--- src/rtl/fifo_pkg.sv ---
// ============================================================================
//  Module   : fifo_pkg
//  Purpose  : Shared definitions for the asynchronous FIFO controllers.
//             Pointer width convention: PTR_LEN = ADDR_LEN + 1, where the
//             extra MSB tells a full FIFO apart from an empty one.
//             The Gray helpers work on a fixed 32-bit container. Narrower
//             pointers are zero-extended on the way in and truncated on the
//             way out. Leading zeros do not disturb either conversion.
//  Revision : 1.0 - initial release
// ============================================================================
`default_nettype none

package fifo_pkg;

  localparam int GRAY_FN_LEN = 32;

  function automatic logic [GRAY_FN_LEN-1:0] bin2gray(input logic [GRAY_FN_LEN-1:0] b);
    return b ^ (b >> 1);
  endfunction

  // Prefix XOR from the MSB down: bin[i] = ^gray[MSB:i]
  function automatic logic [GRAY_FN_LEN-1:0] gray2bin(input logic [GRAY_FN_LEN-1:0] g);
    logic [GRAY_FN_LEN-1:0] b;
    b[GRAY_FN_LEN-1] = g[GRAY_FN_LEN-1];
    for (int i = GRAY_FN_LEN - 2; i >= 0; i--) begin
      b[i] = b[i+1] ^ g[i];
    end
    return b;
  endfunction

endpackage

`default_nettype wire

--- src/rtl/sync_2ff.sv ---
// ============================================================================
//  Module   : sync_2ff
//  Purpose  : Two-flop synchronizer for a Gray-coded pointer entering this
//             clock domain. Both stages clear to 0 on the synchronous reset.
//  Ports    : clk  - destination-domain clock
//             rst  - synchronous active-high reset
//             d    - asynchronous input bus (Gray coded, one bit changes)
//             q    - synchronized output, two cycles behind d
//  Revision : 1.0 - initial release
// ============================================================================
`default_nettype none

module sync_2ff #(
  parameter int WIDTH = 1
) (
  input  logic             clk,
  input  logic             rst,
  input  logic [WIDTH-1:0] d,
  output logic [WIDTH-1:0] q
);

  logic [WIDTH-1:0] meta;

  always_ff @(posedge clk) begin
    if (rst) begin
      meta <= '0;
      q    <= '0;
    end else begin
      meta <= d;
      q    <= meta;
    end
  end

endmodule

`default_nettype wire

--- src/rtl/fifo_read_ctrl.sv ---
// ============================================================================
//  Module   : fifo_read_ctrl
//  Purpose  : Read-side controller of the asynchronous FIFO (read clock only).
//             It synchronizes the Gray write pointer and keeps the binary and
//             Gray read pointers. It produces a registered empty flag, drives
//             the memory read address and presents words through a
//             registered valid/ready output stage.
//  Ports    : rd_clk, rd_rst   - read clock, synchronous active-high reset
//             wr_ptr_gray      - Gray write pointer (asynchronous)
//             rd_data_mem      - memory read data (combinational on rd_addr)
//             rd_addr          - memory read address
//             rd_ptr_gray      - registered Gray read pointer to the write side
//             rd_empty         - registered, pessimistic empty flag
//             out_data/out_valid/out_ready - downstream handshake
//             rd_level         - words in memory not yet fetched
//  Config   : FIFO_RD_LEVEL_EN - when defined, rd_level is computed.
//                                Otherwise rd_level is tied to 0.
//  Revision : 1.0 - initial release
// ============================================================================
`default_nettype none

module fifo_read_ctrl #(
  parameter int DATA_LEN = 8,
  parameter int ADDR_LEN = 5
) (
  input  logic                rd_clk,
  input  logic                rd_rst,
  input  logic [ADDR_LEN:0]   wr_ptr_gray,
  input  logic [DATA_LEN-1:0] rd_data_mem,
  output logic [ADDR_LEN-1:0] rd_addr,
  output logic [ADDR_LEN:0]   rd_ptr_gray,
  output logic                rd_empty,
  output logic [DATA_LEN-1:0] out_data,
  output logic                out_valid,
  input  logic                out_ready,
  output logic [ADDR_LEN:0]   rd_level
);

  import fifo_pkg::*;

  localparam int PTR_LEN = ADDR_LEN + 1;

  logic [PTR_LEN-1:0] wq2_wr_ptr;
  logic [PTR_LEN-1:0] rd_bin;
  logic [PTR_LEN-1:0] rd_bin_next;
  logic [PTR_LEN-1:0] rd_gray_next;
  logic               pop;
  logic               rd_inc;

  sync_2ff #(
    .WIDTH (PTR_LEN)
  ) u_wr_ptr_sync (
    .clk (rd_clk),
    .rst (rd_rst),
    .d   (wr_ptr_gray),
    .q   (wq2_wr_ptr)
  );

  assign pop    = out_valid & out_ready;
  // Fetch when memory has data and the output register is free or being
  // drained in the same cycle. This gives one word per cycle with no bubble.
  assign rd_inc = ~rd_empty & (~out_valid | out_ready);

  assign rd_bin_next  = rd_bin + {{ADDR_LEN{1'b0}}, rd_inc};
  assign rd_gray_next = PTR_LEN'(bin2gray(GRAY_FN_LEN'(rd_bin_next)));
  assign rd_addr      = rd_bin[ADDR_LEN-1:0];

  always_ff @(posedge rd_clk) begin
    if (rd_rst) begin
      rd_bin      <= '0;
      rd_ptr_gray <= '0;
      rd_empty    <= 1'b1;
      out_data    <= '0;
      out_valid   <= 1'b0;
    end else begin
      rd_bin      <= rd_bin_next;
      rd_ptr_gray <= rd_gray_next;
      // The comparison uses the synchronized (stale) write pointer, so empty
      // can only clear late and never asserts late.
      rd_empty    <= (rd_gray_next == wq2_wr_ptr);
      if (rd_inc) begin
        out_data  <= rd_data_mem;
        out_valid <= 1'b1;
      end else if (pop) begin
        out_valid <= 1'b0;
      end
    end
  end

`ifdef FIFO_RD_LEVEL_EN
  logic [PTR_LEN-1:0] wq2_wr_bin;
  assign wq2_wr_bin = PTR_LEN'(gray2bin(GRAY_FN_LEN'(wq2_wr_ptr)));
  // Modular subtraction handles pointer wrap. The word held in out_data has
  // already been fetched, so it is not counted.
  assign rd_level   = wq2_wr_bin - rd_bin;
`else
  assign rd_level   = '0;
`endif

endmodule

`default_nettype wire
--- config.mk ---
export PLATFORM = sky130hd
export DESIGN_NAME = fifo_read_ctrl
export DESIGN_NICKNAME = d
export VERILOG_FILES = /design/src/rtl/fifo_pkg.sv /design/src/rtl/sync_2ff.sv /design/src/rtl/fifo_read_ctrl.sv
export SDC_FILE = /design/constraint.sdc
export NUM_CORES = 1
export LEC_CHECK = 0
export ABC_AREA = 1
export BUFFER_PORTS_ARGS = -buffer_cell sky130_fd_sc_hd__buf_2
export CORE_ASPECT_RATIO = 1.25
export CORE_MARGIN = 2
export CORE_UTILIZATION = 45
export CTS_CLUSTER_DIAMETER = 80
export DETAILED_ROUTE_END_ITERATION = 10
export PLACE_DENSITY = 0.72
export SYNTH_ARGS = -nofsm -noshare
export SYNTH_HDL_FRONTEND = slang
export SYNTH_SLANG_ARGS = --single-unit
--- constraint.sdc ---
create_clock -name rd_clk -period 4.2 [get_ports rd_clk]
set_input_delay 0.21 -clock rd_clk [delete_from_list [all_inputs] [get_ports rd_clk]]
set_output_delay 0.21 -clock rd_clk [all_outputs]
set_load 0.01 [all_outputs]
==> impl_metrics.yaml, run 1 <==
yosys:
  async_flop_share_pct: 0
  yosysWarnings: 0
  yosys-top-cells-count: "37 x nor2_1, 33 x dfxtp_1, 32 x nand2_1"
  netlist_top_cells_area: "dfxtp_1 48%, nor2_1 10%, nand2_1 8.7%, inv_1 6.2%, nand3_1 5.1%"
  syn_area_um2: 1380
  synth_area_per_cell_um2: 7.52
  synth_cell_type_count: 22
  synth.most_common_cell: "nor2_1"
  synth_edf_count: 0
  synth-seq-cells: 33
  synth_top_cell_by_area: "dfxtp_1"
  seq_area_frac_synth_pct: 47.7
  synth_ff_type: "dfxtp_1"
  syn-instance-count: 184
  synth_top_area_share_pct: 47.7
pwr:
  power_density_nw_per_um2: 534
  ir_drop_uv: 331
  leakagePower_nw: 0.841
setup_path:
  cp_common_cell: "nand2_1"
  critPathBufInv: 0
  path_cells: "a21oi_2 -> ha_1 -> ha_1 -> nand3_1 -> nand2_1 -> nand2_1 -> nand2_1 -> nand3_1 -> nand2_1 -> nor2_2 -> nand3_1 -> nand2_1"
  cp_max_fo: 10
  cp.required_ns: 4.43
  cp_top_family: "simple AND/OR/NAND/NOR gates"
  cp.arrival_ns: 2.47
  end_kind: "flip-flop"
  cpMaxStageDelayCell: "dfxtp_1"
  startpoint_type: "flip-flop"
  cp_slowest_stage_delay_ns: 0.35
  critPathKind: "flip-flop to flip-flop"
placement:
  placed_area_um2: 1570
  port_buffers: 37
  post-place-ws_ns: 1.97
  place_hpwl_mm: 1.93
  place.gp.congestion: 0.824
sta:
  fin_ws_ns: 1.96
  fin_skew_ns: 0.0130
  fin_crit_ns: 2.24
  final_max_slew_viol_count: 0
  hold_viol: 0
  rsz0062_at_grt: "false"
  timing.fmax_mhz: 447
  setup_tns_ns: 0
  setup_viol_count_final: 0
  fin_crit_sh_pct: 53.3
floorplan:
  die_w_um: 53.6
  die_h_um: 66
  ios: 44
  core_um2: 2950
  start_util_pct: 47.0
  rows: 22
  die-area_um2: 3540
layout:
  num_antenna_cells: 0
  design_area_um2: 1650
  area_growth_pct: 19.3
  nets: 242
  drive_gt1_share_pct: 24.1
clocking:
  holdBufCountCts: 0
  cts_tree: "yes"
  insertion_delay_ns: 0.33
  h-tree-depth: 2
  cts.sinks: 33
  cts_buffers: 5
  clk_path_buf_depth: 2
  post_cts_resize_count: 0
  clockRootBuffer: "clkbuf_4"
  clk_pin_slew_worst_paths_ns: 0.11
  post_cts_buffers: 0
worst_hold_path:
  min_path_type: "input port to flip-flop"
global_routing:
  grt_overflow_total: 0
  grt_pass1_vias: 1010
  grt_use_total_pct: 16.6
  antenna_found_initial: 0
  grt_pass1_wl_mm: 4.17
  grt_max_degree: 26
detailed_routing:
  vias: 1182
  drtPass1Iterations: 3
  vias_per_cell: 4.55
  totalWireLength_mm: 2.56
  drt_iter0_markers: 18
  ant_nets: 0
  avgRoutedWirePerCell_um: 9.86
  drc_errors: 0
status:
  status: "complete, no violations"
run:
  max_cap_viol_count: 0
## worst reg2reg max path, cell delays in order, from the launching register on
cell and delay (ns):
dfxtp_1 0.35, a21oi_2 0.35, ha_1 0.35, ha_1 0.33, nand3_1 0.13, nand2_1 0.09, nand2_1 0.13, nand2_1 0.11
nand3_1 0.08, nand2_1 0.08, nor2_2 0.04, nand3_1 0.05, nand2_1 0.05
## placed cells by master (no fill, tap or decap), types with 2 or more instances in the layout
cell type / n
inv_1: 23
o21ai_0: 9
nor2_2: 3
nand3_1: 14
nand3b_1: 2
nand4_1: 4
nand2_2: 3
buf_2: 37
conb_1: 6
nor2_1: 37
clkbuf_4: 5
ha_1: 2
a21oi_1: 5
dfxtp_1: 33
nand2_1: 32
## cell type report
cell class	count	area (um2)
multi-input cells	122	584
well taps	36	45.0
inverters	24	90.1
clock inverters	1	30.0
flip-flops and latches	33	661
repair buffers	37	185
fillers	288	1290
clock buffers	7	55.1
## kinds of logic after synthesis
group           Yosys count  synth area share [%]
compound gates           16                  6.33
xor+xnor                  2                  1.81
flops                    33                  47.7
other cells               1                 0.271
fa+ha+maj                 2                  1.81
buf+inv                  34                  11.4
simple gates             96                  30.7
## worst paths after layout
| path | from | end | slack, ns | cells past startpoint |
|---|---|---|---|---|
| worst max-delay path | out_valid$_SDFFE_PP0P_ | rd_empty$_SDFF_PP1_ | 1.96 | 12 |
| worst min-delay path | wr_ptr_gray[0] | u_wr_ptr_sync.meta[0]$_SDFF_PP0_ | 0.08 | 3 |
| worst max register to register | out_valid$_SDFFE_PP0P_ | rd_empty$_SDFF_PP1_ | 1.96 | 12 |
| worst min register to register | u_wr_ptr_sync.meta[1]$_SDFF_PP0_ | u_wr_ptr_sync.q[1]$_SDFF_PP0_ | 0.41 | 2 |
## registers in the layout (all words and copies together) (netlist names)
register and count:
out_data 8, out_valid 1, rd_bin 5, rd_empty 1, rd_ptr_gray 6, u_wr_ptr_sync.meta 6, u_wr_ptr_sync.q 6
## stage by stage
stage               instances  utilization (%)  power [mW]  hold WS [ns]
floorplan                 189                -       0.565         0.317
global placement          252             53.1       0.642         0.389
detailed placement        252             53.1       0.646         0.394
CTS                       260             56.0       0.890        0.0569
global route              260             56.0       0.945        0.0640
finish                    260             56.0       0.881        0.0777
## layer usage
| layer | global-route usage [%] | up-vias | part of all wire [%] |
|---|---|---|---|
| li1 | - | 639 | - |
| met1 | 17.4 | 506 | 43 |
| met2 | 26.5 | 30 | 49 |
| met3 | 6.56 | 7 | 4.7 |
| met4 | 10.9 | 0 | 2.5 |
| met5 | 0 | - | 0 |
## where the power goes
| group | internal, mW | switching, mW |
|---|---|---|
| clock | 0.142 | 0.102 |
| sequential | 0.366 | 0.0297 |
| combinational | 0.0937 | 0.147 |
| total | 0.602 | 0.279 |
Note: power is estimated with default switching activity, not from simulation.
==> run 2, diff against run 1 <==
--- a/config.mk
+++ b/config.mk
@@ -5,14 +5,14 @@
 export SDC_FILE = /design/constraint.sdc
 export NUM_CORES = 1
 export LEC_CHECK = 0
-export ABC_AREA = 1
+export ABC_AREA = 0
 export BUFFER_PORTS_ARGS = -buffer_cell sky130_fd_sc_hd__buf_2
 export CORE_ASPECT_RATIO = 1.25
 export CORE_MARGIN = 2
-export CORE_UTILIZATION = 45
+export CORE_UTILIZATION = 44
 export CTS_CLUSTER_DIAMETER = 80
 export DETAILED_ROUTE_END_ITERATION = 10
-export PLACE_DENSITY = 0.72
+export PLACE_DENSITY = 0.74
 export SYNTH_ARGS = -nofsm -noshare
 export SYNTH_HDL_FRONTEND = slang
 export SYNTH_SLANG_ARGS = --single-unit
==> constraint.sdc (replaced) <==
create_clock -name rd_clk -period 1.9 [get_ports rd_clk]
set_input_delay 0.095 -clock rd_clk [delete_from_list [all_inputs] [get_ports rd_clk]]
set_output_delay 0.095 -clock rd_clk [all_outputs]
set_load 0.01 [all_outputs]
==> run 2 against run 1 <==
Net effect: sequential share of layout area decreased by 5.4 points; count of clock-buffer cells in the layout decreased by 2; critical path type unchanged; largest cell class is now multi-input gates; critical endpoint unchanged; the flow now finishes with violations (negative hold slack, negative setup slack); via count decreased by 16%.
==> impl_metrics.yaml, run 2 <==
global_routing:
  antenna_found_initial: 0
  grt_pass1_wl_mm: 3.69
  grt_pass1_vias: 946
  grt_overflow_total: 0
  grt_max_degree: 34
  grt_use_total_pct: 15.2
detailed_routing:
  drc_errors: 0
  avgRoutedWirePerCell_um: 10.6
  drt_iter0_markers: 17
  vias: 988
  drtPass1Iterations: 3
  totalWireLength_mm: 2.35
  vias_per_cell: 4.45
  ant_nets: 0
setup_path:
  startpoint_type: "flip-flop"
  rrSetupSlack_ns: -0.05
  r2r_end: "rd_empty$_SDFF_PP1_"
  path_cells: "nand2b_1 -> nor2b_4 -> ha_4 -> ha_4 -> buf_4 -> xor2_4 -> xnor2_2 -> xnor2_1 -> a21oi_2 -> a41o_1"
  cp_slowest_stage_delay_ns: 0.33
  cpMaxStageDelayCell: "dfxtp_2"
  cp.required_ns: 2.13
  cp_top_family: "XOR/XNOR gates"
  rr_startpoint: "out_valid$_SDFFE_PP0P_"
  critPathBufInv: 1
  cp_common_cell: "ha_4"
  cp.arrival_ns: 2.18
  r2r_cells: 10
  end_kind: "flip-flop"
  cp_max_fo: 5
  critPathKind: "flip-flop to flip-flop"
sta:
  setup_viol_count_final: 1
  timing.fmax_mhz: 514
  rsz0062_at_grt: "true"
  final_max_slew_viol_count: 0
  fin_crit_sh_pct: 102
  tightest_slew_ns: 0.532
  fin_ws_ns: -0.0455
  setup_tns_ns: -0.0455
  hold_viol: 1
  slew_headroom_pct: 64.5
  fin_skew_ns: 0.00927
  fin_crit_ns: 1.95
  worst_hold_slack_ns: -0.000593
layout:
  design_area_um2: 1910
  drive_gt1_share_pct: 40.9
  layout_common_cells: "37 x buf_2, 32 x dfxtp_1, 17 x nor2_1"
  largest_reg_flops: 8
  num_antenna_cells: 0
  regArea_um2: 662
  area_growth_pct: 48.0
  n_fill_cell: 212
  multi_input_area_um2: 699
  layout.cells.most_common: "buf_2"
  stdcell_count: 222
  nets: 204
  regMostFlops: "out_data"
placement:
  place_hpwl_mm: 1.63
  place.gp.congestion: 0.810
  port_buffers: 37
  placed_area_um2: 1580
  place_inst: 199
  post-place-ws_ns: -0.0983
clocking:
  insertion_delay_ns: 0.34
  cts.sinks: 33
  cts_tree: "yes"
  clk_path_buf_depth: 2
  clk_pin_slew_worst_paths_ns: 0.10
  cts_buffers: 5
  h-tree-depth: 2
  clockRootBuffer: "clkbuf_4"
status:
  failed_checks: "negative hold slack, negative setup slack"
  status: "finished with violations"
floorplan:
  die_h_um: 64.6
  die_w_um: 52.5
  core_um2: 2860
  rows: 22
  start_util_pct: 45.1
  ios: 44
  die-area_um2: 3390
yosys:
  async_flop_share_pct: 0
  synth_area_per_cell_um2: 10.5
  synth_cell_type_count: 23
  synth_ff_type: "dfxtp_1"
  synth.most_common_cell: "dfxtp_1"
  synth-seq-cells: 33
  synth_top_cell_by_area: "dfxtp_1"
  synth_edf_count: 0
  seq_area_frac_synth_pct: 51.2
  syn-instance-count: 123
  synth_top_area_share_pct: 51.2
  yosysWarnings: 0
  netlist_top_cells_area: "dfxtp_1 51%, nor2b_1 7.8%, mux2i_1 7.0%, xnor2_1 5.4%, nor2_1 5.2%"
  syn_area_um2: 1290
  yosys-top-cells-count: "33 x dfxtp_1, 18 x nor2_1, 16 x nor2b_1"
worst_hold_path:
  min_from: "rd_data_mem[5]"
  min_path_type: "input port to flip-flop"
  hold_depth: 3
  min_to: "out_data[5]$_SDFFE_PP0P_"
pwr:
  leakagePower_nw: 0.878
  p_total_mw: 1.84
  power_density_nw_per_um2: 964
  ir_drop_uv: 653
run:
  max_cap_viol_count: 0
-- run 2: kinds of logic (layout without fill, tap and decap cells) --
family / after synthesis / after routing / synth area share (%)
flops: 33 / 33 / 51.2
fa+ha+maj: 2 / 2 / 1.94
simple gates: 43 / 43 / 16.8
other cells: 1 / 6 / 0.290
buf+inv: 13 / 71 / 5.91
mux: 9 / 9 / 6.98
compound gates: 6 / 6 / 3.97
xor+xnor: 16 / 16 / 13.0
-- run 2: how the worst max path moves through the flow --
stage,cells past startpoint,startpoint,slack [ns],endpoint
2_1_floorplan,10,out_valid$_SDFFE_PP0P_,-0.15,rd_empty$_SDFF_PP1_
3_3_place_gp,9,out_valid$_SDFFE_PP0P_,-0.05,rd_empty$_SDFF_PP1_
3_5_place_dp,9,out_valid$_SDFFE_PP0P_,-0.1,rd_empty$_SDFF_PP1_
4_1_cts,9,out_valid$_SDFFE_PP0P_,-0.06,rd_empty$_SDFF_PP1_
5_1_grt,9,out_valid$_SDFFE_PP0P_,-0.08,rd_empty$_SDFF_PP1_
6_report,10,out_valid$_SDFFE_PP0P_,-0.05,rd_empty$_SDFF_PP1_
-- run 2: what timing repair did --
action                     4_1_cts  5_1_grt
pin swaps                        4        7
cloned                           0        0
resized for setup                2       13
buffers inserted                 4        1
hold endpoints to repair        10        0
hold buffers                    10        0
setup endpoints to repair        2        2
-- run 2: worst register-to-register path: cells and delay by family, from the launching register on --
family          cells  cell delay [ns]
xor+xnor            3             0.53
fa+ha+maj           2             0.36
flops               1             0.33
compound gates      2             0.26
simple gates        2             0.20
buf+inv             1             0.16
-- run 2: cell type report --
class                           count  share of cell area (%)
Multi-Input combinational cell     82                    36.6
Sequential cell                    33                    34.6
Timing Repair Buffer               61                    20.6
Clock inverter                      3                    3.41
Tap cell                           36                    2.36
Clock buffer                        5                    1.96
Inverter                            2                   0.393
-- run 2: metal layers --
layer	GRT usage, %	vias up	wire (um)
met5	0	-	0
met4	9.29	0	57
li1	-	504	-
met1	12.8	443	927
met2	27.8	35	1200
met3	6.68	6	162
-- run 2: stage by stage --
| stage | hold slack, ns | utilization (%) |
|---|---|---|
| 5_1_grt | 0.00332 | 66.7 |
| 2_1_floorplan | 0.167 | - |
| 4_1_cts | 0.00401 | 63.5 |
| 3_3_place_gp | 0.302 | 55.1 |
| 6_report | -0.000593 | 66.7 |
| 3_5_place_dp | 0.309 | 55.1 |
-- run 2: where the power goes --
group,leakage (nW),switching (mW),internal (mW)
sequential,0.271,0.0423,0.762
combinational,0.552,0.180,0.222
clock,0.0552,0.229,0.407
total,0.878,0.452,1.39
